**src/rtl/lt_pattern_driver.sv**
```systemverilog
// lt_pattern_driver: byte-command pattern source for the level-translator
// board (8 chip enables, 64 data pins). Commands arrive over valid/ready:
//   01 en        SET_EN
//   02 lane val  SET_BYTE (lane > 7 is consumed but ignored)
//   03 mode      MODE (0 static, 1 walk-one, 2 walk-zero, 3 count)
//   04           CLEAR
// Auto modes step data once every STEP_DIV clocks.
// Build macro LT_SAFE_EN: an enable change blanks enable_bit for GUARD_CYC
// cycles (break-before-make) before the new value is driven.
//
// state   | meaning
// S_IDLE  | waiting for an opcode byte
// S_ARG1  | waiting for first argument
// S_ARG2  | waiting for second argument (SET_BYTE only)
// S_APPLY | one-cycle command execution, cmd_ready low
// S_GUARD | enable blanking window (LT_SAFE_EN builds only)
module lt_pattern_driver #(
    parameter int unsigned STEP_DIV  = 25000000,
    parameter int unsigned DIV_W     = 26,
    parameter int unsigned GUARD_CYC = 4
) (
    input  logic        clk,
    input  logic        rst,
    input  logic [7:0]  cmd_data,
    input  logic        cmd_valid,
    output logic        cmd_ready,
    output logic [7:0]  enable_bit,
    output logic [63:0] data_bit,
    output logic [1:0]  mode
);

    typedef enum logic [2:0] {
        S_IDLE  = 3'd0,
        S_ARG1  = 3'd1,
        S_ARG2  = 3'd2,
        S_APPLY = 3'd3,
        S_GUARD = 3'd4
    } state_t;

    localparam logic [7:0] OP_SET_EN   = 8'h01;
    localparam logic [7:0] OP_SET_BYTE = 8'h02;
    localparam logic [7:0] OP_MODE     = 8'h03;
    localparam logic [7:0] OP_CLEAR    = 8'h04;

    state_t             state_q, state_d;
    logic [7:0]         op_q, op_d;
    logic [7:0]         arg1_q, arg1_d;
    logic [7:0]         arg2_q, arg2_d;
    logic               rdy_q, rdy_d;
    logic [7:0]         en_q, en_d;
    logic [63:0]        data_q, data_d;
    logic [1:0]         mode_q, mode_d;
    logic [DIV_W-1:0]   div_q, div_d;
    logic               hs;
    logic               tick;

`ifdef LT_SAFE_EN
    localparam int unsigned GW = (GUARD_CYC > 1) ? $clog2(GUARD_CYC) : 1;
    logic [7:0]         en_pend_q, en_pend_d;
    logic [GW-1:0]      guard_q, guard_d;
`endif

    assign hs   = cmd_valid && rdy_q;
    assign tick = (mode_q != 2'd0) && (div_q == DIV_W'(STEP_DIV - 1));

    // Next-state logic: parser, prescaler and pattern stepping; a command
    // executing in APPLY overrides a coincident tick.
    always_comb begin
        state_d = state_q;
        op_d    = op_q;
        arg1_d  = arg1_q;
        arg2_d  = arg2_q;
        rdy_d   = rdy_q;
        en_d    = en_q;
        data_d  = data_q;
        mode_d  = mode_q;
`ifdef LT_SAFE_EN
        en_pend_d = en_pend_q;
        guard_d   = guard_q;
`endif

        if (mode_q == 2'd0 || tick) begin
            div_d = '0;
        end else begin
            div_d = div_q + DIV_W'(1);
        end

        if (tick) begin
            if (mode_q == 2'd3) begin
                data_d = data_q + 64'd1;
            end else begin
                data_d = {data_q[62:0], data_q[63]};
            end
        end

        case (state_q)
            S_IDLE: begin
                if (hs) begin
                    op_d = cmd_data;
                    case (cmd_data)
                        OP_SET_EN, OP_SET_BYTE, OP_MODE: state_d = S_ARG1;
                        OP_CLEAR: begin
                            state_d = S_APPLY;
                            rdy_d   = 1'b0;
                        end
                        default: state_d = S_IDLE;
                    endcase
                end
            end
            S_ARG1: begin
                if (hs) begin
                    arg1_d = cmd_data;
                    if (op_q == OP_SET_BYTE) begin
                        state_d = S_ARG2;
                    end else begin
                        state_d = S_APPLY;
                        rdy_d   = 1'b0;
                    end
                end
            end
            S_ARG2: begin
                if (hs) begin
                    arg2_d  = cmd_data;
                    state_d = S_APPLY;
                    rdy_d   = 1'b0;
                end
            end
            S_APPLY: begin
                state_d = S_IDLE;
                rdy_d   = 1'b1;
                data_d  = data_q;
                case (op_q)
                    OP_SET_EN: begin
`ifdef LT_SAFE_EN
                        if (arg1_q != en_q) begin
                            en_d      = 8'h00;
                            en_pend_d = arg1_q;
                            guard_d   = GW'(GUARD_CYC - 1);
                            state_d   = S_GUARD;
                            rdy_d     = 1'b0;
                        end
`else
                        en_d = arg1_q;
`endif
                    end
                    OP_SET_BYTE: begin
                        if (arg1_q < 8'd8) begin
                            data_d[{arg1_q[2:0], 3'b000} +: 8] = arg2_q;
                        end
                    end
                    OP_MODE: begin
                        mode_d = arg1_q[1:0];
                        div_d  = '0;
                        if (arg1_q[1:0] == 2'd1) begin
                            data_d = 64'h1;
                        end else if (arg1_q[1:0] == 2'd2) begin
                            data_d = ~64'h1;
                        end
                    end
                    OP_CLEAR: begin
                        data_d = '0;
                        en_d   = 8'h00;
                        mode_d = 2'd0;
                        div_d  = '0;
                    end
                    default: ;
                endcase
            end
`ifdef LT_SAFE_EN
            S_GUARD: begin
                if (guard_q == '0) begin
                    en_d    = en_pend_q;
                    state_d = S_IDLE;
                    rdy_d   = 1'b1;
                end else begin
                    guard_d = guard_q - GW'(1);
                end
            end
`endif
            default: begin
                state_d = S_IDLE;
                rdy_d   = 1'b1;
            end
        endcase
    end

    // State and output registers with synchronous reset.
    always_ff @(posedge clk) begin
        if (rst) begin
            state_q <= S_IDLE;
            op_q    <= 8'h00;
            arg1_q  <= 8'h00;
            arg2_q  <= 8'h00;
            rdy_q   <= 1'b1;
            en_q    <= 8'h00;
            data_q  <= '0;
            mode_q  <= 2'd0;
            div_q   <= '0;
`ifdef LT_SAFE_EN
            en_pend_q <= 8'h00;
            guard_q   <= '0;
`endif
        end else begin
            state_q <= state_d;
            op_q    <= op_d;
            arg1_q  <= arg1_d;
            arg2_q  <= arg2_d;
            rdy_q   <= rdy_d;
            en_q    <= en_d;
            data_q  <= data_d;
            mode_q  <= mode_d;
            div_q   <= div_d;
`ifdef LT_SAFE_EN
            en_pend_q <= en_pend_d;
            guard_q   <= guard_d;
`endif
        end
    end

    assign cmd_ready  = rdy_q;
    assign enable_bit = en_q;
    assign data_bit   = data_q;
    assign mode       = mode_q;

endmodule

```
**config.mk**
```make
export PLATFORM = sky130hd
export DESIGN_NAME = lt_pattern_driver
export DESIGN_NICKNAME = d
export VERILOG_FILES = /design/src/rtl/lt_pattern_driver.sv
export SDC_FILE = /design/constraint.sdc
export NUM_CORES = 1
export LEC_CHECK = 0
export BUFFER_PORTS_ARGS = -buffer_cell sky130_fd_sc_hd__buf_2
export CORE_MARGIN = 5
export CORE_UTILIZATION = 54
export DETAILED_ROUTE_END_ITERATION = 8
export HOLD_SLACK_MARGIN = 0.02
export PLACE_DENSITY_LB_ADDON = 0.1
export SYNTH_ARGS = -nofsm -noshare
export SYNTH_HDL_FRONTEND = slang
export SYNTH_SLANG_ARGS = --single-unit
```
**constraint.sdc**
```tcl
create_clock -name clk -period 3 [get_ports clk]
set_clock_uncertainty 0.1 [all_clocks]
set_input_delay 0.45 -clock clk [delete_from_list [all_inputs] [get_ports clk]]
set_output_delay 0.45 -clock clk [all_outputs]
set_load 0.005 [all_outputs]
```
==> results of run 1 <==
-- area by class of cell --
class / count / area [um2] / share of cell area [%]
Clock buffer: 21 / 450 / 4.52
Sequential cell: 127 / 2540 / 25.5
Tap cell: 188 / 235 / 2.36
Inverter: 23 / 86.3 / 0.866
Clock inverter: 11 / 110 / 1.10
Multi-Input combinational cell: 875 / 5460 / 54.8
Timing Repair Buffer: 171 / 1080 / 10.9
-- flip-flops by register name (all words and copies together), names as in the netlist --
signal	flops
op_q	8
state_q	2
arg1_q	8
cmd_ready	1
mode	2
arg2_q	8
div_q	26
data_bit	64
enable_bit	8
-- how the worst min path moves through the flow --
| stage | slack (ns) | cells past startpoint | endpoint | startpoint |
|---|---|---|---|---|
| after floorplan | 0.34 | 1 | div_q[0]$_SDFF_PP0_ | div_q[0]$_SDFF_PP0_ |
| after global placement | 0.36 | 1 | div_q[0]$_SDFF_PP0_ | div_q[0]$_SDFF_PP0_ |
| after detailed placement | 0.37 | 1 | div_q[0]$_SDFF_PP0_ | div_q[0]$_SDFF_PP0_ |
| after CTS | 0.21 | 3 | arg2_q[5]$_SDFFE_PP0P_ | cmd_data[5] |
| after global routing | 0.23 | 3 | arg2_q[6]$_SDFFE_PP0P_ | cmd_data[6] |
| final | 0.21 | 3 | op_q[5]$_SDFFE_PP0P_ | cmd_data[5] |
-- cell families (layout without fill, tap and decap cells) --
| group | count (synthesis) | count (layout) | share of synthesized area [%] |
|---|---|---|---|
| and+or+nand+nor | 467 | 467 | 29.0 |
| DFF | 127 | 127 | 30.3 |
| adders and majority gates | 13 | 13 | 1.94 |
| AOI/OAI and AO/OA | 324 | 324 | 25.5 |
| buffers and inverters | 110 | 226 | 5.20 |
| muxes | 34 | 34 | 4.14 |
| xor gates and xnor gates | 37 | 37 | 3.86 |
-- cells in the final DEF, fill, tap and decap left out, types with 11 or more instances in the layout --
cell type and n:
sky130_fd_sc_hd__a21oi_1 67, sky130_fd_sc_hd__mux2i_1 31, sky130_fd_sc_hd__a211oi_1 13, sky130_fd_sc_hd__nand3_1 62, sky130_fd_sc_hd__or4_1 11, sky130_fd_sc_hd__inv_1 23, sky130_fd_sc_hd__nor4_1 23, sky130_fd_sc_hd__nor2_1 124
sky130_fd_sc_hd__ha_1 12, sky130_fd_sc_hd__clkbuf_16 17, sky130_fd_sc_hd__a22oi_1 15, sky130_fd_sc_hd__buf_4 85, sky130_fd_sc_hd__xor2_1 18, sky130_fd_sc_hd__nand4_1 50, sky130_fd_sc_hd__nor3_1 29, sky130_fd_sc_hd__and3_1 18
sky130_fd_sc_hd__nand2_1 84, sky130_fd_sc_hd__xnor2_1 19, sky130_fd_sc_hd__o31ai_1 12, sky130_fd_sc_hd__dfxtp_1 126, sky130_fd_sc_hd__a31oi_1 31, sky130_fd_sc_hd__buf_2 85, sky130_fd_sc_hd__o21ai_0 81
-- power by group through the flow --
stage / combinational [mW] / sequential (mW) / clock [mW]
after floorplan: 0.570 / 1.86 / 0
after global placement: 0.781 / 1.91 / 0
after detailed placement: 0.786 / 1.91 / 0
after CTS: 0.795 / 1.87 / 2.00
after global routing: 0.881 / 1.89 / 2.08
final: 0.814 / 1.88 / 1.99
-- routing by layer --
layer | track usage [%] | vias to the layer above | routed length, um
li1 | - | 4409 | -
met1 | 41.8 | 4468 | 11900
met2 | 49.8 | 586 | 13400
met3 | 8.38 | 96 | 3130
met4 | 14.6 | 0 | 1160
met5 | 0 | - | 0
-- worst register-to-register path, stage by stage (launching register included) --
cell	delay (ns)
sky130_fd_sc_hd__dfxtp_1	0.31
sky130_fd_sc_hd__or4_1	0.54
sky130_fd_sc_hd__or4_1	0.51
sky130_fd_sc_hd__a21oi_2	0.34
sky130_fd_sc_hd__o22ai_1	0.28
sky130_fd_sc_hd__nor2_1	0.41
sky130_fd_sc_hd__a41oi_1	0.17
-- per-stage QoR --
step / cells / hold slack (ns)
finish: 1416 / 0.213
global route: 1416 / 0.227
CTS: 1415 / 0.212
detailed placement: 1383 / 0.374
global placement: 1383 / 0.363
floorplan: 1112 / 0.338
-- timing repair --
item	CTS	global route
setup endpoints to repair	0	2
setup buffers	0	1
resized for setup	0	5
==> results.toml, run 1 <==
[outcome]
run_status = "finished clean"

[synthesis]
dominantRegCellSynth = "sky130_fd_sc_hd__dfxtp_1"
synth-async-reset-ratio_pct = 0
syn_nets = 1136
number_of_enable_flip_flop_cells_after_synthesis = 0
warnings_synthesis = 0
synthesis.area_per_instance_um2 = 7.55
synth_largest_type_area_fraction_pct = 30.3
synth_most_common_cell = "sky130_fd_sc_hd__dfxtp_1"
synthCells = 1112
synth_seq_area_share_pct = 30.3
synth_area_leader_cell = "sky130_fd_sc_hd__dfxtp_1"
ys_ff_latch = 127
syn-cell-area_um2 = 8390
synth.distinct_cells = 80
synth_area_leaders = "sky130_fd_sc_hd__dfxtp_1, sky130_fd_sc_hd__nor2_1, sky130_fd_sc_hd__o21ai_0, sky130_fd_sc_hd__a21oi_1, sky130_fd_sc_hd__nand2_1"
post_synth_most_frequent_cells = "sky130_fd_sc_hd__dfxtp_1, sky130_fd_sc_hd__nor2_1, sky130_fd_sc_hd__nand2_1, sky130_fd_sc_hd__o21ai_0, sky130_fd_sc_hd__a21oi_1"

[drt]
routedWlPerCell_um = 20.9
drt-initial-drc-count = 1136
wl_um = 29600
via_per_inst = 6.75
ant_nets = 0
drtPass1Iterations = 6
vias = 9559
detail_route.drc_violations = 0

[final_layout]
final_area_um2 = 9970
finish.net_count = 1239
final_layout_size_suffix_gt1_share_pct = 18.7
area_overhead_vs_synth_pct = 18.8
antennaDiodeCount = 0
fill_cells = 1366
fin_util_pct = 65.6

[placed_design]
port-buffer-count = 85
finalWeightedCongestion = 1.03
place_worst_setup_slack_ns = 0.0404
detailedPlacementHpwl_um = 19900
postPlaceCellArea_um2 = 9380

[clocking]
numClockSinks = 127
worst_setup_hold_path_clk_slew_ns = 0.06
clock_tree.htree_level_count = 4
cts_buffers = 17
clk-insertion-delay-late_ns = 0.43
cts_root_buffer = "sky130_fd_sc_hd__clkbuf_16"
clk_path_buf_depth = 2
post_cts_hold_buffer_count = 0
cts_tree = "done"

[critical_path]
reg2reg_to = "data_bit[63]$_SDFFE_PP0P_"
required_time_reported_for_the_critical_path_endpoint_ns = 3.19
critical_path_class = "reg -> reg"
regToRegStartpoint = "arg1_q[3]$_SDFFE_PP0P_"
worst_path_most_repeated_cell = "sky130_fd_sc_hd__or4_1"
r2r_cells = 6
cp-start-kind = "register"
timing.critical_path.from = "arg1_q[3]$_SDFFE_PP0P_"
r2r_slack_ns = 0.20
cp.arrival_ns = 2.99
crit_buf_inv = 0
slowest_cp_cell = "sky130_fd_sc_hd__or4_1"
endpoint = "data_bit[63]$_SDFFE_PP0P_"
path_cells = "or4_1, or4_1, a21oi_2, o22ai_1, nor2_1, a41oi_1"
critPathTopFamily = "simple AND/OR/NAND/NOR gates"
crit_path_max_fanout = 6
crit_cells = 6
max_stage_delay_ns = 0.54
worst_setup_path_end_kind = "register"

[floorplan]
pin_count = 86
coreArea_um2 = 15200
fp.dieH_um = 135
die_span_x_um = 135
fp.dieArea_um2 = 18100
initial_core_utilization_pct = 55.2
floorplan.rows = 45

[power]
powerDensity_nw_per_um2 = 470
fin_total_pwr_mw = 4.69
power_leakage_nw = 3.86
netSwitchingFraction_pct = 30.5
ir_drop_mv = 0.480
share_seq_of_total_power_pct = 40.0
total_switching_power_mw = 1.43
power.share.clock_pct = 42.6
comb_power_share_pct = 17.4
internal_power_mw = 3.26

[sta]
setup_tns_ns = 0
slew_headroom_pct = 48.2
finalWorstPathRequiredPeriod_ns = 2.80
fmax_mhz = 357
rsz0062_at_grt = "false"
setup_viol = 0
timing.final.hold_violations = 0
finalWorstSetupSlack_ns = 0.197
drv_slew = 0
worst_tran_pin_value_ns = 0.772
post_route_fraction_of_the_period_consumed_by_the_critical_path_pct = 93.4

[global_routing]
largest_net_degree_at_the_start_of_global_routing = 64
grt_pass1_wl_um = 46700
groute.usage.overall_pct = 32.1
vias_in_the_first_global_route = 8655
antenna_found_initial = 0
overflow = 0

[job]
drv.max_cap_violation_count = 0

[hold_path]
holdCritPathClass = "in -> reg"
Note: power is estimated with default switching activity, not from simulation.
==> run 2, diff against run 1 <==
--- a/config.mk
+++ b/config.mk
@@ -11,6 +11,7 @@
 export DETAILED_ROUTE_END_ITERATION = 8
 export HOLD_SLACK_MARGIN = 0.02
 export PLACE_DENSITY_LB_ADDON = 0.1
+export RECOVER_POWER = 100
 export SYNTH_ARGS = -nofsm -noshare
 export SYNTH_HDL_FRONTEND = slang
 export SYNTH_SLANG_ARGS = --single-unit
==> results.toml, run 2 (synthesis gave the netlist of run 1 again) <==
[clocking]
clk-insertion-delay-late_ns = 0.44
post_cts_hold_buffer_count = 0
worst_setup_hold_path_clk_slew_ns = 0.06
clock_tree.htree_level_count = 4
cts_tree = "done"
cts_buffers = 17
numClockSinks = 127
clk_path_buf_depth = 2
cts_root_buffer = "sky130_fd_sc_hd__clkbuf_16"

[drt]
wl_um = 29600
detail_route.drc_violations = 0
vias = 9525
via_per_inst = 6.73
drt-initial-drc-count = 1108
drtPass1Iterations = 6
routedWlPerCell_um = 20.9
ant_nets = 0

[final_layout]
finish.net_count = 1239
area_overhead_vs_synth_pct = 16.6
final_area_um2 = 9790
largest_register_ff_count = 64
most_common_library_cell_in_the_layout_ignoring_fill_and_taps = "sky130_fd_sc_hd__dfxtp_1"
final_layout_size_suffix_gt1_share_pct = 13.7
instances_no_fill = 1416
layout.cells.most_common_list = "sky130_fd_sc_hd__dfxtp_1, sky130_fd_sc_hd__nor2_1, sky130_fd_sc_hd__nand2_1, sky130_fd_sc_hd__o21ai_0, sky130_fd_sc_hd__a21oi_1"
fill_cells = 1425
antennaDiodeCount = 0
fin_util_pct = 64.4

[power]
fin_total_pwr_mw = 4.67
power_leakage_nw = 3.60
ir_drop_mv = 0.484
powerDensity_nw_per_um2 = 477

[global_routing]
vias_in_the_first_global_route = 8655
groute.usage.overall_pct = 32.1
grt_pass1_wl_um = 46700
largest_net_degree_at_the_start_of_global_routing = 64
antenna_found_initial = 0
overflow = 0

[critical_path]
max_stage_delay_ns = 0.54
regToRegStartpoint = "arg1_q[3]$_SDFFE_PP0P_"
worst_setup_path_end_kind = "register"
crit_path_max_fanout = 8
r2r_cells = 8
slowest_cp_cell = "sky130_fd_sc_hd__or4_1"
timing.critical_path.from = "arg1_q[3]$_SDFFE_PP0P_"
required_time_reported_for_the_critical_path_endpoint_ns = 3.25
crit_buf_inv = 2
cp.arrival_ns = 3.12
cp-start-kind = "register"
reg2reg_to = "data_bit[23]$_SDFFE_PP0P_"
critPathTopFamily = "simple AND/OR/NAND/NOR gates"
path_cells = "or4_1, or4_1, a21o_1, buf_4, a21boi_1, clkbuf_1, o21ai_0, a21oi_1"
critical_path_class = "reg -> reg"
r2r_slack_ns = 0.13
worst_path_most_repeated_cell = "sky130_fd_sc_hd__or4_1"

[sta]
timing.hold.ws_ns = 0.213
post_route_fraction_of_the_period_consumed_by_the_critical_path_pct = 95.5
worst_tran_pin_value_ns = 0.788
setup_tns_ns = 0
finalWorstPathRequiredPeriod_ns = 2.87
fmax_mhz = 349
setup_viol = 0
finalWorstSetupSlack_ns = 0.135
rsz0062_at_grt = "false"
timing.final.hold_violations = 0
slew_headroom_pct = 47.1
drv_slew = 0

[floorplan]
fp.dieArea_um2 = 18100
coreArea_um2 = 15200
floorplan.rows = 45
die_span_x_um = 135
initial_core_utilization_pct = 55.2
fp.dieH_um = 135
pin_count = 86

[job]
drv.max_cap_violation_count = 0

[placed_design]
place_worst_setup_slack_ns = 0.0404
placedCellCount = 1383
port-buffer-count = 85
finalWeightedCongestion = 1.03
detailedPlacementHpwl_um = 19900
postPlaceCellArea_um2 = 9380

[hold_path]
holdCritPathClass = "in -> reg"
worstHoldPathCells = 3
endpoint_of_the_worst_hold_timing_path = "op_q[5]$_SDFFE_PP0P_"
worstHoldStart = "cmd_data[5]"

[outcome]
run_status = "finished clean"
-- run 2: power breakdown --
group / switching, mW / internal (mW) / leakage (nW)
registers: 0.112 / 1.76 / 1.02
clock network: 0.830 / 1.17 / 0.264
logic: 0.484 / 0.313 / 2.31
-- run 2: what timing repair did --
item / 4_1_cts / 5_1_grt
gates resized for setup: 0 / 5
setup buffers: 0 / 1
endpoints found under the setup margin: 0 / 2
-- run 2: cell type report --
type	instances	area, um2	share of cell area [%]
Inverter	23	86.3	0.882
Clock buffer	21	450	4.60
Tap cell	188	235	2.40
Clock inverter	11	110	1.12
Sequential cell	127	2540	26.0
Timing Repair Buffer	171	922	9.42
Multi-Input combinational cell	875	5440	55.6
-- run 2: layer usage --
metal | global-route usage [%] | wire (um) | vias to the layer above
met5 | 0 | 0 | -
met4 | 14.6 | 1300 | 0
met3 | 8.38 | 3100 | 117
met2 | 49.8 | 13200 | 569
met1 | 41.8 | 12000 | 4431
li1 | - | - | 4408
-- run 2: worst min-delay path: stages --
cell and delay (ns):
sky130_fd_sc_hd__buf_2 0.12, sky130_fd_sc_hd__mux2i_1 0.07, sky130_fd_sc_hd__nor2_1 0.07
-- run 2: how the worst max path moves through the flow --
stage,end,slack [ns],depth (start not counted)
after floorplan,data_bit[38]$_SDFFE_PP0P_,0.02,10
after global placement,data_bit[38]$_SDFFE_PP0P_,0.11,9
after detailed placement,data_bit[38]$_SDFFE_PP0P_,0.04,9
after CTS,data_bit[19]$_SDFFE_PP0P_,0.02,6
after global routing,data_bit[62]$_SDFFE_PP0P_,0.02,10
final,data_bit[23]$_SDFFE_PP0P_,0.13,8
==> run 3, diff against run 2 <==
==> constraint.sdc (replaced) <==
create_clock -name clk -period 3 [get_ports clk]
set_clock_uncertainty 0.1 [all_clocks]
set_input_delay 0.15 -clock clk [delete_from_list [all_inputs] [get_ports clk]]
set_output_delay 0.15 -clock clk [all_outputs]
set_load 0.005 [all_outputs]
==> results.toml, run 3 (synthesis gave the netlist of run 1 again) <==
[outcome]
run_status = "finished clean"

[global_routing]
vias_in_the_first_global_route = 8715
overflow = 0
antenna_found_initial = 0
groute.usage.overall_pct = 32.0
grt_pass1_wl_um = 46700
largest_net_degree_at_the_start_of_global_routing = 64

[drt]
routedWlPerCell_um = 20.8
vias = 9611
drtPass1Iterations = 6
detail_route.drc_violations = 0
ant_nets = 0
wl_um = 29600
drt-initial-drc-count = 1138
via_per_inst = 6.75

[final_layout]
multi_input_comb_area_um2 = 5440
largest_register_ff_count = 64
antennaDiodeCount = 0
finish.net_count = 1247
final_layout_size_suffix_gt1_share_pct = 14.6
fin_util_pct = 65.2
most_common_library_cell_in_the_layout_ignoring_fill_and_taps = "sky130_fd_sc_hd__dfxtp_1"
area_overhead_vs_synth_pct = 18.1
sequential_cell_area_um2 = 2540
fill_cells = 1433
layout.cells.most_common_list = "sky130_fd_sc_hd__dfxtp_1, sky130_fd_sc_hd__nor2_1, sky130_fd_sc_hd__nand2_1, sky130_fd_sc_hd__o21ai_0, sky130_fd_sc_hd__a21oi_1"

[power]
share_seq_of_total_power_pct = 39.4
netSwitchingFraction_pct = 30.2
ir_drop_mv = 0.510
comb_power_share_pct = 17.1
internal_power_mw = 3.32
total_switching_power_mw = 1.44
power.share.clock_pct = 43.5
powerDensity_nw_per_um2 = 480
power_leakage_nw = 3.69

[critical_path]
worst_setup_path_end_kind = "register"
cp-start-kind = "register"
critical_path_class = "reg -> reg"
r2r_slack_ns = 0.05
path_cells = "or4_1, or4_1, a21oi_2, o21ai_0, a2111oi_0, nor2_1"
required_time_reported_for_the_critical_path_endpoint_ns = 3.19
worst_path_most_repeated_cell = "sky130_fd_sc_hd__or4_1"
crit_path_max_fanout = 7
slowest_cp_cell = "sky130_fd_sc_hd__a2111oi_0"
max_stage_delay_ns = 0.53
cp.arrival_ns = 3.14

[sta]
rsz0062_at_grt = "false"
setup_viol = 0
timing.hold.ws_ns = 0.114
setup_tns_ns = 0
fmax_mhz = 340
slew_headroom_pct = 8.56
drv_slew = 0
finalWorstPathRequiredPeriod_ns = 2.95
worst_tran_pin_value_ns = 1.35
post_route_fraction_of_the_period_consumed_by_the_critical_path_pct = 98.2
timing.final.hold_violations = 0
finalWorstSetupSlack_ns = 0.0549

[floorplan]
fp.dieArea_um2 = 18100
initial_core_utilization_pct = 55.2
floorplan.rows = 45
coreArea_um2 = 15200
pin_count = 86
die_span_x_um = 135
fp.dieH_um = 135

[hold_path]
holdCritPathClass = "in -> reg"

[clocking]
numClockSinks = 127
clk-insertion-delay-late_ns = 0.43
clock_tree.htree_level_count = 4
cts_root_buffer = "sky130_fd_sc_hd__clkbuf_16"
cts_tree = "done"
worst_setup_hold_path_clk_slew_ns = 0.06
clk_path_buf_depth = 2
cts_buffers = 17

[placed_design]
place_worst_setup_slack_ns = 0.0780
finalWeightedCongestion = 1.03
port-buffer-count = 85
detailedPlacementHpwl_um = 19800

[job]
drv.max_cap_violation_count = 0
run 3: metrics by stage:
step	total power, mW	std cells	area (um2)
5_1_grt	4.93	1424	9910
3_3_place_gp	2.69	1384	9390
2_1_floorplan	2.43	1112	8410
4_1_cts	4.77	1424	10100
6_report	4.76	1424	9910
3_5_place_dp	2.70	1384	9390
run 3: power by group through the flow:
stage          registers [mW]  logic, mW  clock network, mW
6_report                 1.87      0.814               2.07
4_1_cts                  1.87      0.809               2.09
3_3_place_gp             1.91      0.782                  0
5_1_grt                  1.88      0.881               2.17
3_5_place_dp             1.91      0.792                  0
2_1_floorplan            1.86      0.570                  0
run 3: routing by layer:
layer / GRT usage [%] / part of all wire [%] / vias to the layer above
li1: - / - / 4425
met1: 42.5 / 41 / 4478
met2: 49.2 / 44 / 592
met3: 7.53 / 10 / 116
met4: 15.1 / 5.2 / 0
met5: 0 / 0 / -
run 3: cell type report:
cell class | count | share of cell area [%]
repair buffers | 179 | 10.3
clock inverters | 15 | 1.62
flip-flops and latches | 127 | 25.7
multi-input cells | 875 | 54.9
inverters | 23 | 0.871
well taps | 188 | 2.37
clock buffers | 17 | 4.29
run 3: path summary, 6_finish.rpt:
| kind | end | cells past startpoint | startpoint |
|---|---|---|---|
| worst min-delay path | state_q[1]$_SDFFE_PP0P_ | 4 | cmd_valid |
| worst max register to register | data_bit[19]$_SDFFE_PP0P_ | 6 | arg1_q[3]$_SDFFE_PP0P_ |
| worst max-delay path | data_bit[19]$_SDFFE_PP0P_ | 6 | arg1_q[3]$_SDFFE_PP0P_ |
| worst min register to register | div_q[0]$_SDFF_PP0_ | 1 | div_q[0]$_SDFF_PP0_ |
run 3: timing repair:
item                                    in CTS  in global routing
gates resized for setup                      0                  3
setup buffers                                0                  0
endpoints found under the setup margin       0                  1
hold endpoints to repair                    24                  0
hold buffers                                 8                  0
run 3: critical path, delay by kind of cell, from the launching register on:
| kind | cells | cell delay, ns |
|---|---|---|
| and+or+nand+nor | 3 | 1.09 |
| DFF | 1 | 0.32 |
| AOI/OAI and AO/OA | 3 | 1.29 |
